--- config.mk ---
export PLATFORM = sky130hd
export DESIGN_NAME = multi_early_debouncer
export DESIGN_NICKNAME = d
export VERILOG_FILES = /design/src/rtl/multi_early_debouncer_pkg.sv /design/src/rtl/early_db_channel.sv /design/src/rtl/multi_early_debouncer.sv
export SDC_FILE = /design/constraint.sdc
export NUM_CORES = 1
export LEC_CHECK = 0
export ABC_AREA = 0
export ABC_CLOCK_PERIOD_IN_PS = 3500
export BUFFER_PORTS_ARGS = -buffer_cell sky130_fd_sc_hd__clkbuf_2
export CELL_PAD_IN_SITES_DETAIL_PLACEMENT = 1
export CELL_PAD_IN_SITES_GLOBAL_PLACEMENT = 2
export CORE_MARGIN = 1.5
export CORE_UTILIZATION = 30
export CTS_BUF_LIST = sky130_fd_sc_hd__clkbuf_8
export DETAILED_ROUTE_END_ITERATION = 8
export GPL_ROUTABILITY_DRIVEN = 0
export MAX_ROUTING_LAYER = met4
export PLACE_DENSITY = 0.71
export SLEW_MARGIN = 20
export SYNTH_ARGS = -nofsm -noshare
export SYNTH_HDL_FRONTEND = slang
export SYNTH_SLANG_ARGS = --single-unit
--- constraint.sdc ---
create_clock -name clk -period 3.5 [get_ports clk]
set_clock_uncertainty 0.2 [all_clocks]
set_input_delay 0.7 -clock clk [delete_from_list [all_inputs] [get_ports clk]]
set_output_delay 0.7 -clock clk [all_outputs]
set_load 0.02 [all_outputs]
--- src/rtl/multi_early_debouncer_pkg.sv ---
// Shared types and default parameters for the multi-channel early-response debouncer.
package multi_early_debouncer_pkg;

  typedef enum logic [1:0] {
    ZERO  = 2'd0,
    WAIT1 = 2'd1,
    ONE   = 2'd2,
    WAIT0 = 2'd3
  } db_state_t;

  localparam int DEF_LOCKOUT_CYCLES = 500000;
  localparam int DEF_SYNC_STAGES    = 2;

  function automatic logic is_lockout(input db_state_t s);
    return (s == WAIT1) || (s == WAIT0);
  endfunction

endpackage

--- src/rtl/early_db_channel.sv ---
// One debounced channel: input synchroniser, early-response FSM and lockout counter.
module early_db_channel
  import multi_early_debouncer_pkg::*;
#(
  parameter int LOCKOUT_CYCLES = DEF_LOCKOUT_CYCLES,
  parameter int SYNC_STAGES    = DEF_SYNC_STAGES
) (
  input  logic clk,
  input  logic reset_n,
  input  logic sw,
  output logic db,
  output logic rise_tick,
  output logic fall_tick,
  output logic busy
);

  localparam int CW = (LOCKOUT_CYCLES > 1) ? $clog2(LOCKOUT_CYCLES) : 1;
  localparam logic [CW-1:0] CNT_LOAD = CW'(LOCKOUT_CYCLES - 1);
  localparam logic [CW-1:0] CNT_ONE  = CW'(32'd1);
  localparam logic [CW-1:0] CNT_ZERO = {CW{1'b0}};

  logic [SYNC_STAGES-1:0] sync_r;
  logic                   sw_s;
  db_state_t              state_r, state_s;
  logic [CW-1:0]          cnt_r, cnt_s;
  logic                   db_r, db_s;
  logic                   rise_r, rise_s;
  logic                   fall_r, fall_s;
  logic                   busy_r;

  assign sw_s = sync_r[SYNC_STAGES-1];

  // Metastability synchroniser for the raw switch level.
  always_ff @(posedge clk or negedge reset_n) begin
    if (!reset_n) begin
      sync_r <= {SYNC_STAGES{1'b0}};
    end else begin
      sync_r <= {sync_r[SYNC_STAGES-2:0], sw};
    end
  end

  // Next-state logic: react on the first differing sample, then ignore the input during lockout.
  always_comb begin
    state_s = state_r;
    cnt_s   = cnt_r;
    db_s    = db_r;
    rise_s  = 1'b0;
    fall_s  = 1'b0;
    case (state_r)
      ZERO: begin
        if (sw_s) begin
          state_s = WAIT1;
          db_s    = 1'b1;
          rise_s  = 1'b1;
          cnt_s   = CNT_LOAD;
        end else begin
          state_s = ZERO;
        end
      end
      WAIT1: begin
        if (cnt_r == CNT_ZERO) begin
          state_s = ONE;
        end else begin
          cnt_s = cnt_r - CNT_ONE;
        end
      end
      ONE: begin
        if (!sw_s) begin
          state_s = WAIT0;
          db_s    = 1'b0;
          fall_s  = 1'b1;
          cnt_s   = CNT_LOAD;
        end else begin
          state_s = ONE;
        end
      end
      WAIT0: begin
        if (cnt_r == CNT_ZERO) begin
          state_s = ZERO;
        end else begin
          cnt_s = cnt_r - CNT_ONE;
        end
      end
      default: begin
        state_s = ZERO;
        cnt_s   = CNT_ZERO;
        db_s    = 1'b0;
      end
    endcase
  end

  // State, counter and registered outputs.
  always_ff @(posedge clk or negedge reset_n) begin
    if (!reset_n) begin
      state_r <= ZERO;
      cnt_r   <= CNT_ZERO;
      db_r    <= 1'b0;
      rise_r  <= 1'b0;
      fall_r  <= 1'b0;
      busy_r  <= 1'b0;
    end else begin
      state_r <= state_s;
      cnt_r   <= cnt_s;
      db_r    <= db_s;
      rise_r  <= rise_s;
      fall_r  <= fall_s;
      busy_r  <= is_lockout(state_s);
    end
  end

  assign db        = db_r;
  assign rise_tick = rise_r;
  assign fall_tick = fall_r;
  assign busy      = busy_r;

endmodule

--- src/rtl/multi_early_debouncer.sv ---
// N independent early-response switch debouncers sharing one clock and reset.
module multi_early_debouncer
  import multi_early_debouncer_pkg::*;
#(
  parameter int N              = 4,
  parameter int LOCKOUT_CYCLES = DEF_LOCKOUT_CYCLES,
  parameter int SYNC_STAGES    = DEF_SYNC_STAGES
) (
  input  logic         clk,
  input  logic         reset_n,
  input  logic [N-1:0] sw,
  output logic [N-1:0] db,
  output logic [N-1:0] rise_tick,
  output logic [N-1:0] fall_tick,
  output logic [N-1:0] busy
);

  for (genvar ch = 0; ch < N; ch++) begin : g_ch
    early_db_channel #(
      .LOCKOUT_CYCLES (LOCKOUT_CYCLES),
      .SYNC_STAGES    (SYNC_STAGES)
    ) u_ch (
      .clk       (clk),
      .reset_n   (reset_n),
      .sw        (sw[ch]),
      .db        (db[ch]),
      .rise_tick (rise_tick[ch]),
      .fall_tick (fall_tick[ch]),
      .busy      (busy[ch])
    );
  end

endmodule
==> results.ini <==
[status]
run_status=finished clean

[clock_tree]
clock_sink_count=104
cts_max_level=3
cts-root-to-sink-buffers=2
clk_root_buffer_cell=clkbuf_8
clk_transition_reported_paths_ns=0.10
count_of_cells_resized_by_post_cts_repair=0
tritoncts=done
clock_latency_of_the_later_clocked_register_in_the_worst_skew_pair_ns=0.38
inserted_clock_buffers=9
postCtsSetupRepairBufs=0
cts_hold_repair.buffers=0

[power]
power.sequential.fraction_pct=51.8
max_vdd_drop_v=0.000247
p_leak_nw=2.23
share_clk_of_total_power_pct=23.2
switching_part_of_the_total_power_pct=34.7
internal_power_mw=2.22
switching_power_mw=1.18
power.combinational.fraction_pct=25.0
power_density_nw_per_um2=611

[floorplanning]
pin_count=22
num_rows=47
die_width_um=133
full_die_area_um2=17800
die_h_um=133
design.core.area_um2=16600
starting_utilization_of_the_core_area_pct=30.8

[placed_design]
place.port_buffers=21
post-dp-hpwl_um=7860
placedCellCount=717

[grt]
met3_usage_in_global_routing_pct=2.89
gr-usage-met1_pct=18.4
grt_antenna_before_repair=0
wire_length_of_the_first_global_routing_pass_um=20000
grtUsageTotal_pct=14.2
globalRouteOverflowTotal=0
grt_busiest_layer=met2
pin_count_of_the_biggest_net_entering_global_routing=67
number_of_global_route_vias_before_repair=4038
grtUsageMet2_pct=22.3

[sta]
fin_crit_ns=2.75
final_setup_violating_endpoints=0
worst_hold_slack_ns=0.0846
max_clock_freq_ghz=0.363
worst_pin_slew_ns=0.807
timing_max_transition_violations_final=0
setup_tns_ns=0
setup_repair_after_global_routing_missed_its_margin=false
finalHoldViolations=0
maxSlewHeadroom_pct=46.2
final_min_period_over_clock_period_pct=78.7

[setup_path]
worstPathArrival_ns=2.82
crit_fanout=7
end_kind=flop
cp.required_ns=3.57
critPathKind=flop to flop
timing.critical_path.from_type=flop

[synthesis]
synth_async_sr_flop_share_pct=100
synth.yosys.seq_area_share_pct=51.0
postSynth.topFlopCell=dfrtp_1
ys_seq_elements=104
number_of_distinct_standard_cells_referenced_by_the_synthesized_netlist=57
combined_area_of_all_synthesized_cells_um2=5100
synth_enable_flop_cells=0
syn-mean-instance-area_um2=10.3
synth-warning-count=0
synth.net_count=511
synthCells=497

[cells_and_area]
final_net_count=522
mostFrequentLayoutCell=dfrtp_1
area_growth_syn_to_layout_pct=9.42
share_of_cells_above_drive_strength_1_pct=12.7
fin_util_pct=33.7
seq_area_um2=2600
n_antenna_cell=0
num-fill-cells=1923
fin_cells=732
most_used_cells_in_the_layout_excluding_fill_and_tap_cells=dfrtp_1 (104), nor2_1 (46), nand2_1 (39)
multi_input_gate_area_um2=2290

[job]
cap_violations=0

[drt]
routed-via-count=3733
vias_per_cell=5.10
drc=0
detailedRoute.firstIterationViolations=162
post_drt_wl_per_cell_um=15.4
firstDrtPassIters=4
postRouteWirelength_um=11300
postRouteAntennaNets=0

[hold_path]
hp-class=input pin to async pin

-- cells in the mapped netlist (all sizes together), types with 3 or more instances --
cell	n	area, um2
nand2b	8	50.1
or3	12	90.1
clkbuf	9	33.8
o31ai	10	75.1
xor2	20	175
nor4b	3	32.5
o21ai	20	100
nand4b	3	26.3
nor4	11	75.1
nand3b	5	37.5
o21bai	3	22.5
nand4	8	50.1
buf	18	130
dfrtp	104	2600
mux2i	9	90.1
and2	5	31.3
nor2b	3	18.8
o211ai	7	52.6
a211oi	8	60.1
xnor2	18	158
inv	12	45.0
or4	16	123
nor2	46	173
or2	6	40.0
nor3	9	45.0
a21oi	25	125
nand2	39	146
nand3	14	70.1
ha	8	100
nor3b	10	75.1
-- power by group through the flow --
stage,Sequential [mW],Clock (mW),Combinational (mW)
floorplan,1.69,0,0.680
global placement,1.76,0,0.815
detailed placement,1.78,0,0.861
CTS,1.76,0.840,0.873
global route,1.82,0.881,0.974
finish,1.77,0.789,0.852
-- critical path, stage by stage (launching register included) --
cell	delay, ns
dfrtp_1	0.43
inv_1	0.12
ha_1	0.19
nor3b_1	0.33
o21ai_0	0.37
or4b_1	0.61
xnor2_1	0.13
or2_2	0.27
-- sequential cells by signal (all words and copies together), names as in the netlist --
register,count
g_ch.u_ch.busy,3
g_ch.u_ch.cnt_r,76
g_ch.u_ch.db,4
g_ch.u_ch.fall_tick,4
g_ch.u_ch.rise_tick,4
g_ch.u_ch.state_r,5
g_ch.u_ch.sync_r,8
-- layout make-up --
type | instances | share of cell area (%)
clock buffer | 11 | 2.71
clock inverter | 4 | 0.942
inverter | 12 | 0.807
multi-input combinational | 354 | 41.0
sequential | 104 | 46.6
tap | 220 | 4.93
timing repair buffer | 27 | 2.96
-- per-layer routing --
| layer | share of wire [%] | wire, um | up-vias |
|---|---|---|---|
| li1 | - | - | 1795 |
| met1 | 49 | 5540 | 1893 |
| met2 | 47 | 5330 | 31 |
| met3 | 2.1 | 242 | 14 |
| met4 | 1.4 | 153 | 0 |
| met5 | 0 | 0 | - |
-- through the flow --
stage | power, mW | instance area (um2) | setup WS (ns)
after floorplan | 2.37 | 5100 | 1.07
after global placement | 2.58 | 5380 | 0.858
after detailed placement | 2.64 | 5380 | 0.770
after CTS | 3.48 | 5580 | 0.756
after global routing | 3.67 | 5580 | 0.546
final | 3.41 | 5580 | 0.745
-- path summary, 6_finish.rpt --
path | slack [ns] | depth (start not counted) | from | endpoint
setup / recovery | 0.75 | 7 | g_ch[0].u_ch.cnt_r[0]$_DFFE_PN0P_ | g_ch[0].u_ch.cnt_r[16]$_DFFE_PN0P_
hold / removal | 0.08 | 1 | reset_n | g_ch[0].u_ch.cnt_r[13]$_DFFE_PN0P_
setup reg to reg | 0.75 | 7 | g_ch[0].u_ch.cnt_r[0]$_DFFE_PN0P_ | g_ch[0].u_ch.cnt_r[16]$_DFFE_PN0P_
hold reg to reg | 0.16 | 0 | g_ch[3].u_ch.sync_r[0]$_DFF_PN0_ | g_ch[3].u_ch.sync_r[1]$_DFF_PN0_
max in group asynchronous | 2.27 | 2 | reset_n | g_ch[2].u_ch.cnt_r[18]$_DFFE_PN0P_
min in group clk | 0.16 | 0 | g_ch[3].u_ch.sync_r[0]$_DFF_PN0_ | g_ch[3].u_ch.sync_r[1]$_DFF_PN0_
-- logic make-up after synthesis --
logic type / share of synthesized area, %
compound gates: 11.4
fa+ha+maj: 1.96
buf+inv: 4.10
flops: 51.0
xor+xnor: 6.53
mux: 2.21
simple gates: 22.8
Note: power is estimated with default switching activity, not from simulation.
